[src/rtl/mem_port_arbiter.sv]
// rtl/mem_port_arbiter.sv - IF/data arbiter for a single-ported variable-latency memory.
// Optional ARB_PERF_CNT_EN adds grant and conflict performance counters.
module mem_port_arbiter #(
    parameter int ADDR_W       = 32,
    parameter int DATA_W       = 32,
    parameter int STARVE_LIMIT = 3
) (
    input  logic              clk,
    input  logic              reset,
    input  logic              if_req,
    input  logic [ADDR_W-1:0] if_addr,
    output logic [DATA_W-1:0] if_rdata,
    output logic              if_done,
    output logic              if_stall,
    input  logic              d_req,
    input  logic              d_we,
    input  logic [ADDR_W-1:0] d_addr,
    input  logic [DATA_W-1:0] d_wdata,
    output logic [DATA_W-1:0] d_rdata,
    output logic              d_done,
    output logic              d_stall,
    output logic              mem_req,
    output logic              mem_we,
    output logic [ADDR_W-1:0] mem_addr,
    output logic [DATA_W-1:0] mem_wdata,
    input  logic              mem_gnt,
    input  logic              mem_resp,
    input  logic [DATA_W-1:0] mem_rdata
`ifdef ARB_PERF_CNT_EN
    ,
    output logic [31:0]       perf_if_grants,
    output logic [31:0]       perf_d_grants,
    output logic [31:0]       perf_conflict_cycles
`endif
);

    typedef enum logic [1:0] {S_IDLE, S_REQ, S_WAIT, S_RESP} state_t;

    localparam logic [3:0] LIMIT = 4'(STARVE_LIMIT);

    state_t            r_state;
    logic              r_owner_d;
    logic [3:0]        r_starve_cnt;
    logic              r_mem_req;
    logic              r_mem_we;
    logic [ADDR_W-1:0] r_mem_addr;
    logic [DATA_W-1:0] r_mem_wdata;
    logic              r_if_done;
    logic              r_d_done;
    logic [DATA_W-1:0] r_if_rdata;
    logic [DATA_W-1:0] r_d_rdata;
    logic              w_grant_d;
    logic              w_grant_if;

    // Data wins unless IF has waited through STARVE_LIMIT consecutive data grants.
    assign w_grant_d  = d_req & (~if_req | (r_starve_cnt < LIMIT));
    assign w_grant_if = if_req & ~w_grant_d;

    always_ff @(posedge clk) begin
        if (reset) begin
            r_state      <= S_IDLE;
            r_owner_d    <= 1'b0;
            r_starve_cnt <= 4'd0;
            r_mem_req    <= 1'b0;
            r_mem_we     <= 1'b0;
            r_mem_addr   <= '0;
            r_mem_wdata  <= '0;
            r_if_done    <= 1'b0;
            r_d_done     <= 1'b0;
            r_if_rdata   <= '0;
            r_d_rdata    <= '0;
        end else begin
            case (r_state)
                S_IDLE: begin
                    if (w_grant_d) begin
                        r_owner_d   <= 1'b1;
                        r_mem_we    <= d_we;
                        r_mem_addr  <= d_addr;
                        r_mem_wdata <= d_wdata;
                        r_mem_req   <= 1'b1;
                        r_state     <= S_REQ;
                        if (if_req)
                            r_starve_cnt <= (r_starve_cnt < LIMIT) ? r_starve_cnt + 4'd1 : r_starve_cnt;
                        else
                            r_starve_cnt <= 4'd0;
                    end else if (w_grant_if) begin
                        r_owner_d    <= 1'b0;
                        r_mem_we     <= 1'b0;
                        r_mem_addr   <= if_addr;
                        r_mem_wdata  <= '0;
                        r_mem_req    <= 1'b1;
                        r_state      <= S_REQ;
                        r_starve_cnt <= 4'd0;
                    end
                end
                S_REQ: begin
                    if (mem_gnt) begin
                        r_mem_req <= 1'b0;
                        r_state   <= S_WAIT;
                    end
                end
                S_WAIT: begin
                    if (mem_resp) begin
                        r_state <= S_RESP;
                        if (r_owner_d) begin
                            r_d_done  <= 1'b1;
                            r_d_rdata <= r_mem_we ? '0 : mem_rdata;
                        end else begin
                            r_if_done  <= 1'b1;
                            r_if_rdata <= mem_rdata;
                        end
                    end
                end
                S_RESP: begin
                    r_if_done  <= 1'b0;
                    r_d_done   <= 1'b0;
                    r_if_rdata <= '0;
                    r_d_rdata  <= '0;
                    r_state    <= S_IDLE;
                end
                default: r_state <= S_IDLE;
            endcase
        end
    end

`ifdef ARB_PERF_CNT_EN
    logic [31:0] r_perf_if;
    logic [31:0] r_perf_d;
    logic [31:0] r_perf_conflict;

    always_ff @(posedge clk) begin
        if (reset) begin
            r_perf_if       <= '0;
            r_perf_d        <= '0;
            r_perf_conflict <= '0;
        end else if (r_state == S_IDLE) begin
            if (w_grant_d)
                r_perf_d <= r_perf_d + 32'd1;
            if (w_grant_if)
                r_perf_if <= r_perf_if + 32'd1;
            if (if_req & d_req)
                r_perf_conflict <= r_perf_conflict + 32'd1;
        end
    end

    assign perf_if_grants       = r_perf_if;
    assign perf_d_grants        = r_perf_d;
    assign perf_conflict_cycles = r_perf_conflict;
`endif

    assign mem_req   = r_mem_req;
    assign mem_we    = r_mem_we;
    assign mem_addr  = r_mem_addr;
    assign mem_wdata = r_mem_wdata;
    assign if_done   = r_if_done;
    assign d_done    = r_d_done;
    assign if_rdata  = r_if_rdata;
    assign d_rdata   = r_d_rdata;
    assign if_stall  = if_req & ~r_if_done;
    assign d_stall   = d_req & ~r_d_done;

endmodule

[config.mk]
export PLATFORM = sky130hd
export DESIGN_NAME = mem_port_arbiter
export DESIGN_NICKNAME = d
export VERILOG_FILES = /design/src/rtl/mem_port_arbiter.sv
export SDC_FILE = /design/constraint.sdc
export NUM_CORES = 1
export LEC_CHECK = 0
export CORE_MARGIN = 10
export CORE_UTILIZATION = 45
export DETAILED_ROUTE_END_ITERATION = 7
export GPL_ROUTABILITY_DRIVEN = 0
export GPL_TIMING_DRIVEN = 0
export PLACE_DENSITY_LB_ADDON = 0.08
export SLEW_MARGIN = 20
export SYNTH_ARGS = -nofsm -noshare
export SYNTH_HDL_FRONTEND = slang
export SYNTH_SLANG_ARGS = --single-unit
export TNS_END_PERCENT = 1
[constraint.sdc]
create_clock -name clk -period 2.4 [get_ports clk]
set_clock_uncertainty 0.05 [all_clocks]
set_input_delay 0.24 -clock clk [delete_from_list [all_inputs] [get_ports clk]]
set_output_delay 0.24 -clock clk [all_outputs]
set_load 0.01 [all_outputs]
# == Word-level counts from Yosys, hierarchy flattened ==
# Cells that the tools add are included.
# classes
magnitude_cmp,1
n_addsub,1
mux,33
n_reduce_logical,10
eq_ne,9
bitwise,9
# op_table
operator,count
two-way mux 32 bit,9
case mux 32 bit (2 select lines),2
two-way mux 4 bit,4
AND reduction 3 bit,5
two-way mux 1 bit,10
two-way mux 2 bit,4
"inequality test 2 bit, second input constant",4
case mux 2 bit (4 select lines),1
case mux 1 bit (2 select lines),3
nonzero test 2 bit,3
"adder 4 x 1 -> 4 bit, second input constant",1
AND 1 bit,4
"== test 2 bit, second input constant",2
"< comparator 4 x 2 -> 1 bit, second input constant",1
inverter 1 bit,4
"inequality test 3 x 2 -> 1 bit, second input constant",1
"inequality test 3 bit, second input constant",1
"== test 2 x 1 -> 1 bit, second input constant",1
zero test 2 bit,1
AND reduction 2 bit,1
bitwise OR 1 bit,1
# totals
elab_cells,74
inputBits,135
regBits,139
output_inout_bits,134

# == Longest topological paths before layout ==
# logic_depth
depth_word,8
ltp_mapped,7

# == Least setup slack after synthesis ==
# No wires, ideal clock.
# synth_timing
path_kind,register to register
startpoint,register r_state[0]
endpoint,"register r_mem_addr[10], in the netlist mem_addr[10]"
required_time_ns,2.208
stages_incl_launch_ff,7
t_arrival_ns,1.344
setup_slack_ns,0.864
synth_period_minus_slack_ns,1.536
cell_sequence,dfxtp_1 inv_1 ha_1 o21a_1 buf_2 clkbuf_1 a311oi_1
# synth_via
elab_chain_len,2
# synth_rtl
item,line_no,rtl
start: declaration,41,state_t r_state;
start signal: assignment,61,r_state <= S_IDLE;
start signal: assignment,81,r_state <= S_REQ;
start signal: assignment,92,r_state <= S_REQ;
zero test 2 bit,73,case (r_state)
AND reduction 2 bit (no source line),--,
end signal: assignment,78,r_mem_addr <= d_addr;
end signal: assignment,89,r_mem_addr <= if_addr;
end: declaration,46,logic [ADDR_W-1:0] r_mem_addr;
# Every way passes these cells.
# A chain may end at the register's enable or synchronous reset.

# == Worst setup path after layout ==
# layout_timing
startpoint,register r_state[0]
endpoint,"register r_mem_wdata[30], in the netlist mem_wdata[30]"
# layout_via
elab_chain_len,2
# layout_rtl
item,line_no,rtl
zero test 2 bit,73,
AND reduction 2 bit (no source line),--,
end signal: assignment,79,r_mem_wdata <= d_wdata;
end: declaration,47,logic [DATA_W-1:0] r_mem_wdata;
# Every way passes these cells.

==> impl_results.md <==
* Top cell type's share of synthesized area at 48.1%
* Setup Total Neg Slack at 0 ps
* Register area at between 2000 and 3000 sq um
* Maximum VDD drop at 0.508 mV
* CP required at approximately 2700 ps
* Worst slew margin at between 50 and 60%
* Number of enable flip-flop cells after synthesis at 0
* Io pins at roughly 270
* RSZ-0062 raised after global routing: no
* Vias in the first global route at 6609
* Site row count at 41
* Die H at ~130 um
* Share of cells above drive strength 1 at 6.27%
* Post-DP HPWL at approximately 17 mm
* Synth cell types at 34
* Worst-Margin Slew at 677 ps
* Vias at 6451
* Largest net degree at the start of global routing at 17
* Yosys top cell by area: dfxtp_1
* Maxcap violations at 0
* Area delta synth->final at 60.9%
* Setup crit start kind: flip-flop
* Status: finished, final reports clean
* CP max FO at 10
* Clock network power share at a little under a third
* Reg clk slew, reported paths at about 60 ps
* Warnings from Yosys at 0
* Nets at roughly 1100
* Fillcell total at roughly 980
* Fin. Hold Viols at 0
* Cell family with most CP delay: buffers and inverters
* Most frequent cell after synthesis: dfxtp_1
* First-pass GRT wire length at 34.6 mm
* Most frequent CP cell: clkbuf_1
* Die Area at around 18000 sq um
* Starting Density at between 40% and 50%
* FMAX at 499 MHz
* Total setup buffers inserted after CTS at 0
* Highest cell delay on the worst timing path at just over 400 ps
* CTS tree: done
* Core Region at 12600 sq um
* Final Cycle Share at about 83%
* DR pass1 iterations at 5
* DR vias/cell at 5.56
* Hold-fix buffers at CTS at 0
* Max Slew Vio Count at 0
* Hold Path Class: in -> reg
* Initial antenna violation count at 0
* Post-Syn Instances at 690
* Sequential cell area fraction in the yosys report at approximately half
* Commonest cells in the netlist: dfxtp_1, nand3_1, a21oi_1, clkbuf_1, nand2_1
* Pint at roughly 6000 uW
* Flops & latches, synth at 139
* Fraction of registers with async set/reset at 0%
* GR Util All Layers at 23.8%
* Post-Syn Area at 5790 sq um
* GRT overflow at 0
* Total CTS buffers at 17
* Synthesized area per cell at 8.39 sq um
* Worst setup EP type: flip-flop
* 1st-iter DRT viols at approximately 350
* Synth Flop Type: dfxtp_1
* Die Wd at approximately 130 um
* CTS max path bufs at 2
* Period minus WS final at approximately 2000 ps
* H-tree depth at 4
* CP max-delay cell: clkbuf_1
* Clock root buffer: clkbuf_16
* PostCTS Resize Cnt at 0
* Crit path kind: reg -> reg
* CP bufs+invs at 3
* Diodes inserted at 0
* Syn Nets at about 830
* Switching Share at 33.3%
* Setup ws final at 397 ps
* WL per Instance at 18.9 um
* Worst skew pair latency at around 420 ps
* Endpoints failing setup at 0
* Synth area leaders: dfxtp_1, nand3_1, a21oi_1
* Final Power at 8820 uW
* Combinational share of power at approximately a third
* Routed WL at about 22 mm
* Share of power burned in registers at 33.3%
* Residual DRC count at 0
* # clock sinks at 139
* Pwr per Cell Area at between 900 and 1000 nW/um^2
* CP Cell Sequence: inv_1 -> ha_1 -> clkbuf_1 -> clkbuf_1 -> nand4_1 -> a21oi_1
* PortBufs at around 270
* Lkg Pwr at about 0.0032 uW
* Dpl ws at approximately 260 ps
* Multi-input logic area at around 2600 sq um
* Routed Antenna Nets at 0
* Net switching power at around 3000 uW
* CP arrival at 2290 ps
[cell type report]
cell class / instances / share of cell area, %
tap: 172 / 2.31
buffer: 78 / 3.97
clock inverter: 13 / 2.06
multi-input combinational: 469 / 28.1
sequential: 139 / 29.9
inverter: 4 / 0.161
clock buffer: 19 / 4.76
timing repair buffer: 267 / 28.7
[placed cells by master (no fill, tap or decap), drive strengths merged]
master / n
clkdlybuf4s50: 267
dfxtp: 139
nand3: 130
a21oi: 100
clkbuf: 68
nand2: 39
nor2: 36
nand4: 34
o21ai: 34
nand3b: 33
a311oi: 32
buf: 29
ha: 6
inv: 5
clkinv: 5
bufinv: 4
nor2b: 3
a211oi: 3
nand2b: 3
clkinvlp: 3
nor3b: 2
nor3: 2
o31ai: 1
a221o: 1
a2111oi: 1
o21a: 1
and3b: 1
and2: 1
and3: 1
nand4b: 1
o31a: 1
mux2i: 1
or3: 1
a32oi: 1
[metal layers]
layer | global-route usage [%] | share of wire [%] | up-vias | wire length (um)
li1 | - | - | 3084 | -
met1 | 25.1 | 38 | 3052 | 8380
met2 | 40.9 | 50 | 269 | 10900
met3 | 9.70 | 8.8 | 46 | 1940
met4 | 10.5 | 3.3 | 0 | 727
met5 | 0 | 0 | - | 0
[worst paths after layout]
path,startpoint,end,slack (ps),cells past startpoint
worst max register to register,r_state[0],mem_wdata[30],400,6
worst min register to register,mem_wdata[24],mem_wdata[24],400,2
worst min-delay path,if_req,mem_req,260,4
worst max-delay path,r_state[0],mem_wdata[30],400,6
[stage by stage]
stage	hold WS, ps	instance area, sq um	instances	util [%]
floorplan	338	5790	690	-
global placement	392	8670	1129	68.7
detailed placement	398	8670	1129	68.7
CTS	249	9310	1161	73.8
global route	284	9310	1161	73.8
finish	261	9310	1161	73.8
[cell families after synthesis]
group / Yosys count / synth area share (%)
buf+inv: 82 / 6.64
flops: 139 / 48.1
compound gates: 175 / 18.0
simple gates: 287 / 25.8
fa+ha+maj: 6 / 1.30
mux: 1 / 0.173
[sequential cells by signal (all words and copies together), names as in the netlist]
name and flops:
d_done 1, d_rdata 32, if_done 1, if_rdata 32, mem_addr 32, mem_req 1, mem_wdata 32, mem_we 1
r_owner_d 1, r_starve_cnt 4, r_state 2
[tightest hold or removal path, cell delays in order]
cell,delay [ps]
buf_4,160
or3_1,120
a32oi_1,90
nor2_1,80
[power by group through the flow]
stage                     registers (uW)  logic [uW]  clock network [uW]
after global routing                2980        3360                2930
final                               2940        3070                2810
after detailed placement            2980        3050                   0
after global placement              2960        2990                   0
after CTS                           2940        3070                2830
after floorplan                     3120        1430                   0
(Power assumes the default switching activity.)
